--- src/rtl/instr_fetch_unit.sv ---
// Instruction fetch unit: one outstanding memory read, a small instruction FIFO,
// and redirect handling that discards the response of a request made before the redirect.
module instr_fetch_unit #(
  parameter logic [31:0] RESET_PC = 32'h0000_0000,
  parameter int unsigned QDEPTH   = 4
) (
  input  logic        clk,
  input  logic        rst,
  input  logic        redirect_valid,
  input  logic [31:0] redirect_pc,
  output logic        mem_req,
  output logic [31:0] mem_addr,
  input  logic        mem_gnt,
  input  logic        mem_rvalid,
  input  logic [31:0] mem_rdata,
  output logic        if_valid,
  input  logic        if_ready,
  output logic [31:0] if_instr,
  output logic [31:0] if_pc
);

  localparam int unsigned AW = (QDEPTH > 1) ? $clog2(QDEPTH) : 1;
  localparam int unsigned CW = AW + 1;
  localparam logic [CW-1:0] DEPTH_C = CW'(QDEPTH);

  typedef enum logic [1:0] {
    S_IDLE    = 2'd0,
    S_WAIT    = 2'd1,
    S_DISCARD = 2'd2
  } state_e;

  state_e          state_q, state_d;
  logic [31:0]     fetch_pc_q, fetch_pc_d;
  logic [31:0]     req_pc_q;
  logic [AW-1:0]   wptr_q, wptr_d, rptr_q, rptr_d;
  logic [CW-1:0]   count_q, count_d;
  logic [31:0]     instr_mem [QDEPTH];
  logic [31:0]     pc_mem    [QDEPTH];

  logic [31:0]     req_addr;
  logic [CW-1:0]   inflight;
  logic            can_issue, grant, push, pop;
  logic            unused_bits;

  assign req_addr    = {fetch_pc_q[31:2], 2'b00};
  assign unused_bits = ^redirect_pc[1:0];

  // Requests are only issued when the returning word is guaranteed a free slot.
  always_comb begin
    inflight  = (state_q == S_WAIT) ? CW'(1) : '0;
    can_issue = (state_q == S_IDLE) || ((state_q == S_WAIT) && mem_rvalid);
    mem_req   = !rst && !redirect_valid && can_issue && ((count_q + inflight) < DEPTH_C);
    mem_addr  = rst ? '0 : req_addr;
    grant     = mem_req && mem_gnt;
    if_valid  = (count_q != '0);
    push      = !redirect_valid && (state_q == S_WAIT) && mem_rvalid;
    pop       = !redirect_valid && if_valid && if_ready;
    if_instr  = if_valid ? instr_mem[rptr_q] : '0;
    if_pc     = if_valid ? pc_mem[rptr_q]    : '0;
  end

  always_comb begin
    state_d    = state_q;
    fetch_pc_d = fetch_pc_q;
    wptr_d     = wptr_q;
    rptr_d     = rptr_q;
    count_d    = count_q;
    if (redirect_valid) begin
      // A response landing in the redirect cycle retires the outstanding request.
      state_d    = ((state_q != S_IDLE) && !mem_rvalid) ? S_DISCARD : S_IDLE;
      fetch_pc_d = {redirect_pc[31:2], 2'b00};
      wptr_d     = '0;
      rptr_d     = '0;
      count_d    = '0;
    end else begin
      case (state_q)
        S_IDLE:    if (grant) state_d = S_WAIT;
        S_WAIT:    if (mem_rvalid) state_d = grant ? S_WAIT : S_IDLE;
        S_DISCARD: if (mem_rvalid) state_d = S_IDLE;
        default:   state_d = S_IDLE;
      endcase
      if (grant) fetch_pc_d = fetch_pc_q + 32'd4;
      if (push)  wptr_d = wptr_q + AW'(1);
      if (pop)   rptr_d = rptr_q + AW'(1);
      count_d = count_q + CW'(push) - CW'(pop);
    end
  end

  always_ff @(posedge clk or posedge rst) begin
    if (rst) begin
      state_q    <= S_IDLE;
      fetch_pc_q <= RESET_PC;
      wptr_q     <= '0;
      rptr_q     <= '0;
      count_q    <= '0;
    end else begin
      state_q    <= state_d;
      fetch_pc_q <= fetch_pc_d;
      wptr_q     <= wptr_d;
      rptr_q     <= rptr_d;
      count_q    <= count_d;
    end
  end

  // Queue storage and the address of the outstanding request carry no reset.
  always_ff @(posedge clk) begin
    if (push) begin
      instr_mem[wptr_q] <= mem_rdata;
      pc_mem[wptr_q]    <= req_pc_q;
    end
    if (grant) req_pc_q <= req_addr;
  end

  assert property (@(posedge clk) disable iff (rst) !(push && !pop && (count_q == DEPTH_C)));

endmodule

--- config.mk ---
export PLATFORM = sky130hd
export DESIGN_NAME = instr_fetch_unit
export DESIGN_NICKNAME = d
export VERILOG_FILES = /design/src/rtl/instr_fetch_unit.sv
export SDC_FILE = /design/constraint.sdc
export NUM_CORES = 1
export LEC_CHECK = 0
export BUFFER_PORTS_ARGS = -buffer_cell sky130_fd_sc_hd__buf_2
export CAP_MARGIN = 20
export CORE_MARGIN = 10
export CORE_UTILIZATION = 25
export CTS_CLUSTER_SIZE = 8
export DETAILED_ROUTE_END_ITERATION = 6
export PLACE_DENSITY = 0.48
export SKIP_CTS_REPAIR_TIMING = 1
export SYNTH_ARGS = -nofsm -noshare
export SYNTH_HDL_FRONTEND = slang
export SYNTH_SLANG_ARGS = --single-unit
--- constraint.sdc ---
create_clock -name clk -period 4.1 [get_ports clk]
set_input_delay 1.025 -clock clk [delete_from_list [all_inputs] [get_ports clk]]
set_output_delay 1.025 -clock clk [all_outputs]
set_load 0.02 [all_outputs]
==> out/results.txt <==
The root buffer cell is sky130_fd_sc_hd__clkbuf_16. The startpoint identified for the worst hold timing path is fetch_pc_q[30]. Entering global routing, the biggest net connects 52 pins. In this run, CTS created clock tree buffers numbering 45. The path class of the tightest hold or removal check is register to register. The analysis attributes to cell leakage a power of 5.55 nW.

The post-route cell area is 15900 µm², and the number of vias per cell is 4.32. The most common cell after layout, fill and taps aside is sky130_fd_sc_hd__edfxtp_1. The largest family of logic cells by synthesized area is multiplexers.

Together, buffers and inverters on the worst path number 2. For the via count of the first global-routing pass, the log shows 7662. The width of the die is 247 µm, and the total via count in the routed design is 6991. After synthesis the cells add up to 12900 µm². In this run the number of cells on the critical path is 4.

For this design, the sink count on the clock tree is 317. The adder-cell area share of the yosys netlist came out at 0.00833. The worst setup path is of the register to primary output kind.

The worst register-to-register path begins at count_q[1]. The peak supply drop is 0.000233 V. Routability-driven placement finished with a final weighted congestion of 0.786.

Setup repair after global routing left no endpoint under its margin. Among cell families on the critical path, the largest total delay comes from simple AND/OR/NAND/NOR gates. In this run the worst path has a maximum fanout of 39. The count of input and output buffers came out at 161. The count of boundary I/O pins was 168; the effective utilization at floorplan was 0.252. Counting every instance in the synthesized netlist gives 732. The logs give 0.490 ns for the worst-case hold slack and 0 for the number of max-slew violations in the final report. The top cell types in the final layout, fill and taps aside, are sky130_fd_sc_hd__edfxtp_1, sky130_fd_sc_hd__buf_2, sky130_fd_sc_hd__and2_1, sky130_fd_sc_hd__mux4_2, sky130_fd_sc_hd__clkbuf_16.

HPWL after detailed placement: 21200 µm. Walking the worst path, the cells encountered are or3_2 > buf_4 > and2_1 > buf_2. Clock-pin slew was measured on the worst setup and hold paths at 0.05 ns.

Summing all multi-input logic gate instances after layout gives 3390 µm². The least setup slack across all paths after layout was 0.514 ns; the utilization after layout was 0.309. For this design, the slowest cell found on the critical path is sky130_fd_sc_hd__or3_2. The signed area change from the synthesized netlist to the final layout is 22.7%.

Placement-stage worst setup slack: 0.992 ns. The first global-routing pass estimated 49300 µm of wire. The finished layout holds 1618 standard cells, fillers aside.

The xor and xnor area share after synthesis is 0.0147, and the chip height is 247 µm. The post-synthesis compound-gate area fraction came out at 0.0221. Data on the critical path is required at its endpoint by 3.07 ns.

For the share of the yosys chip area belonging to registers, the log shows 0.721. The worst hold path stage count works out to 0. Adding up every negative setup slack in the final design gives 0 ns. The final clock period utilization by the worst path was 0.875. The placed instances occupy a cell area of 14600 µm². The tools report the endpoint class of the critical path as a primary output. The worst-margin pin slew was 0.736 ns; the total routing usage reported by global routing was 0.107. The run gives 51300 µm² as the total core area. Once detail routing completed, the nets flagged for antenna violations numbered 0. The number of flip-flops and latches in the synthesized netlist works out to 317. The flow ran to the end, and the final reports show no timing, DRC or antenna violations. The critical path's largest stage delay was 0.79 ns. The logs give 0.509 for the worst max-slew margin expressed relative to the limit and 0 for the count of max-cap constraint violations.

The logs give 53 for the count of different cell masters after synthesis and 61200 µm² for the die footprint. The async set-reset flop share out of synthesis works out to 0.123. The floorplan has 83 rows. The final hold violation count came out at 0. The filler cells instantiated in the layout total 5119.

After detailed routing, the number of remaining DRC violations is 0. The proportion of layout cells with a drive suffix above 1 came out at 0.323. In this run, synthesis inferred 278 flip-flops with an integrated enable. The tools report the number of diodes added for antenna fixing as 0.

The most used flip-flop cell after synthesis is sky130_fd_sc_hd__edfxtp_1. The total wire length is 33000 µm, and the number of antenna violations at the first check in global routing is 1. The kind of start point of the critical path is a register.

During synthesis, Yosys emitted a total of 0 warnings. TritonCTS built the clock tree. For the final database, setup skew stands at 0.0114 ns.

The multiplexer area fraction after synthesis is 0.116, and the synthesized area divided by synthesized cell count is 17.7 µm². Setup violations remaining at the end of the flow were counted as 0. Including well taps, the total number of placed cells is 1554. CTS built an H-tree with a depth of 2. After detailed routing, the average wire length per cell comes to 20.4 µm. Tracing the worst setup path back leads to its startpoint at count_q[1].

The completed layout was analyzed and its total power is 8.99 mW. For the worst-skew pair, the clock arrives at the later sink with an insertion delay of 0.54 ns. At the end of the flow, the number of nets in the layout was 1000. Data on the critical path arrives at its endpoint at 2.56 ns. The maximum clock path buffer count is 3, and the worst-case reg-to-reg path depth is 10.

Registers take 9330 µm². The simple-gate portion of the synthesized area is 0.0991, and the maximum operating frequency is 279 MHz. The final period demand of the worst path is 3.59 ns, and the first-pass detailed-route iteration total is 4. The run gives 461 as the DRC marker count from the first detailed-route iteration. For this run the aggregate overflow at the end of global routing stands at 0. Power per cell area: 567 nW/µm².
[layout make-up]
class	instances	area share
inverters	16	0.00379
clock buffers	63	0.0753
flip-flops and latches	317	0.588
multi-input cells	365	0.214
repair buffers	177	0.0652
well taps	680	0.0537
[synthesized netlist by cell type (all sizes together), types with 7 or more instances]
library cell / instances / area [µm²]
inv: 16 / 60.1
ha: 7 / 87.6
nand3: 12 / 60.1
mux4: 62 / 1400
and3: 8 / 50.1
nand2: 42 / 158
nor4: 9 / 111
nor2: 19 / 71.3
nor2b: 24 / 150
and2: 68 / 425
dfrtp: 39 / 976
xnor2: 15 / 139
clkbuf: 24 / 90.1
nand4: 9 / 56.3
mux2i: 9 / 90.1
buf: 13 / 83.8
o21ai: 16 / 80.1
edfxtp: 278 / 8350
nor3: 12 / 65.1
[logic make-up after synthesis]
group / count (synthesis)
flops: 317
compound gates: 43
other cells: 1
buf+inv: 53
fa+ha+maj: 8
xor+xnor: 20
mux: 72
simple gates: 218
[state kept, by name (all words and copies together), names as in the netlist]
register,flops
rptr_q,2
pc_mem,120
fetch_pc_q,30
wptr_q,2
req_pc_q,30
count_q,3
state_q,2
instr_mem,128
[metal layers]
metal,track usage,wire length [µm],vias to the layer above
li1,-,-,3209
met1,0.140,14700,3550
met2,0.171,15300,193
met3,0.0341,2490,39
met4,0.0256,505,0
met5,0,0,-
[final timing paths]
check / endpoint / slack [ns]
setup / recovery: if_instr[31] / 0.51
hold / removal: req_pc_q[30] / 0.49
setup reg to reg: count_q[2] / 1.32
hold reg to reg: req_pc_q[30] / 0.49
max in group asynchronous: fetch_pc_q[6] / 2.39
min in group asynchronous: fetch_pc_q[31] / 0.92
[report_power, final]
part	internal, mW	switching (mW)	total [mW]
clock network	1.98	1.27	3.25
logic	0.790	1.16	1.95
registers	3.62	0.176	3.79
total	6.38	2.61	8.99
No activity file was read; power rests on OpenSTA's default activity.
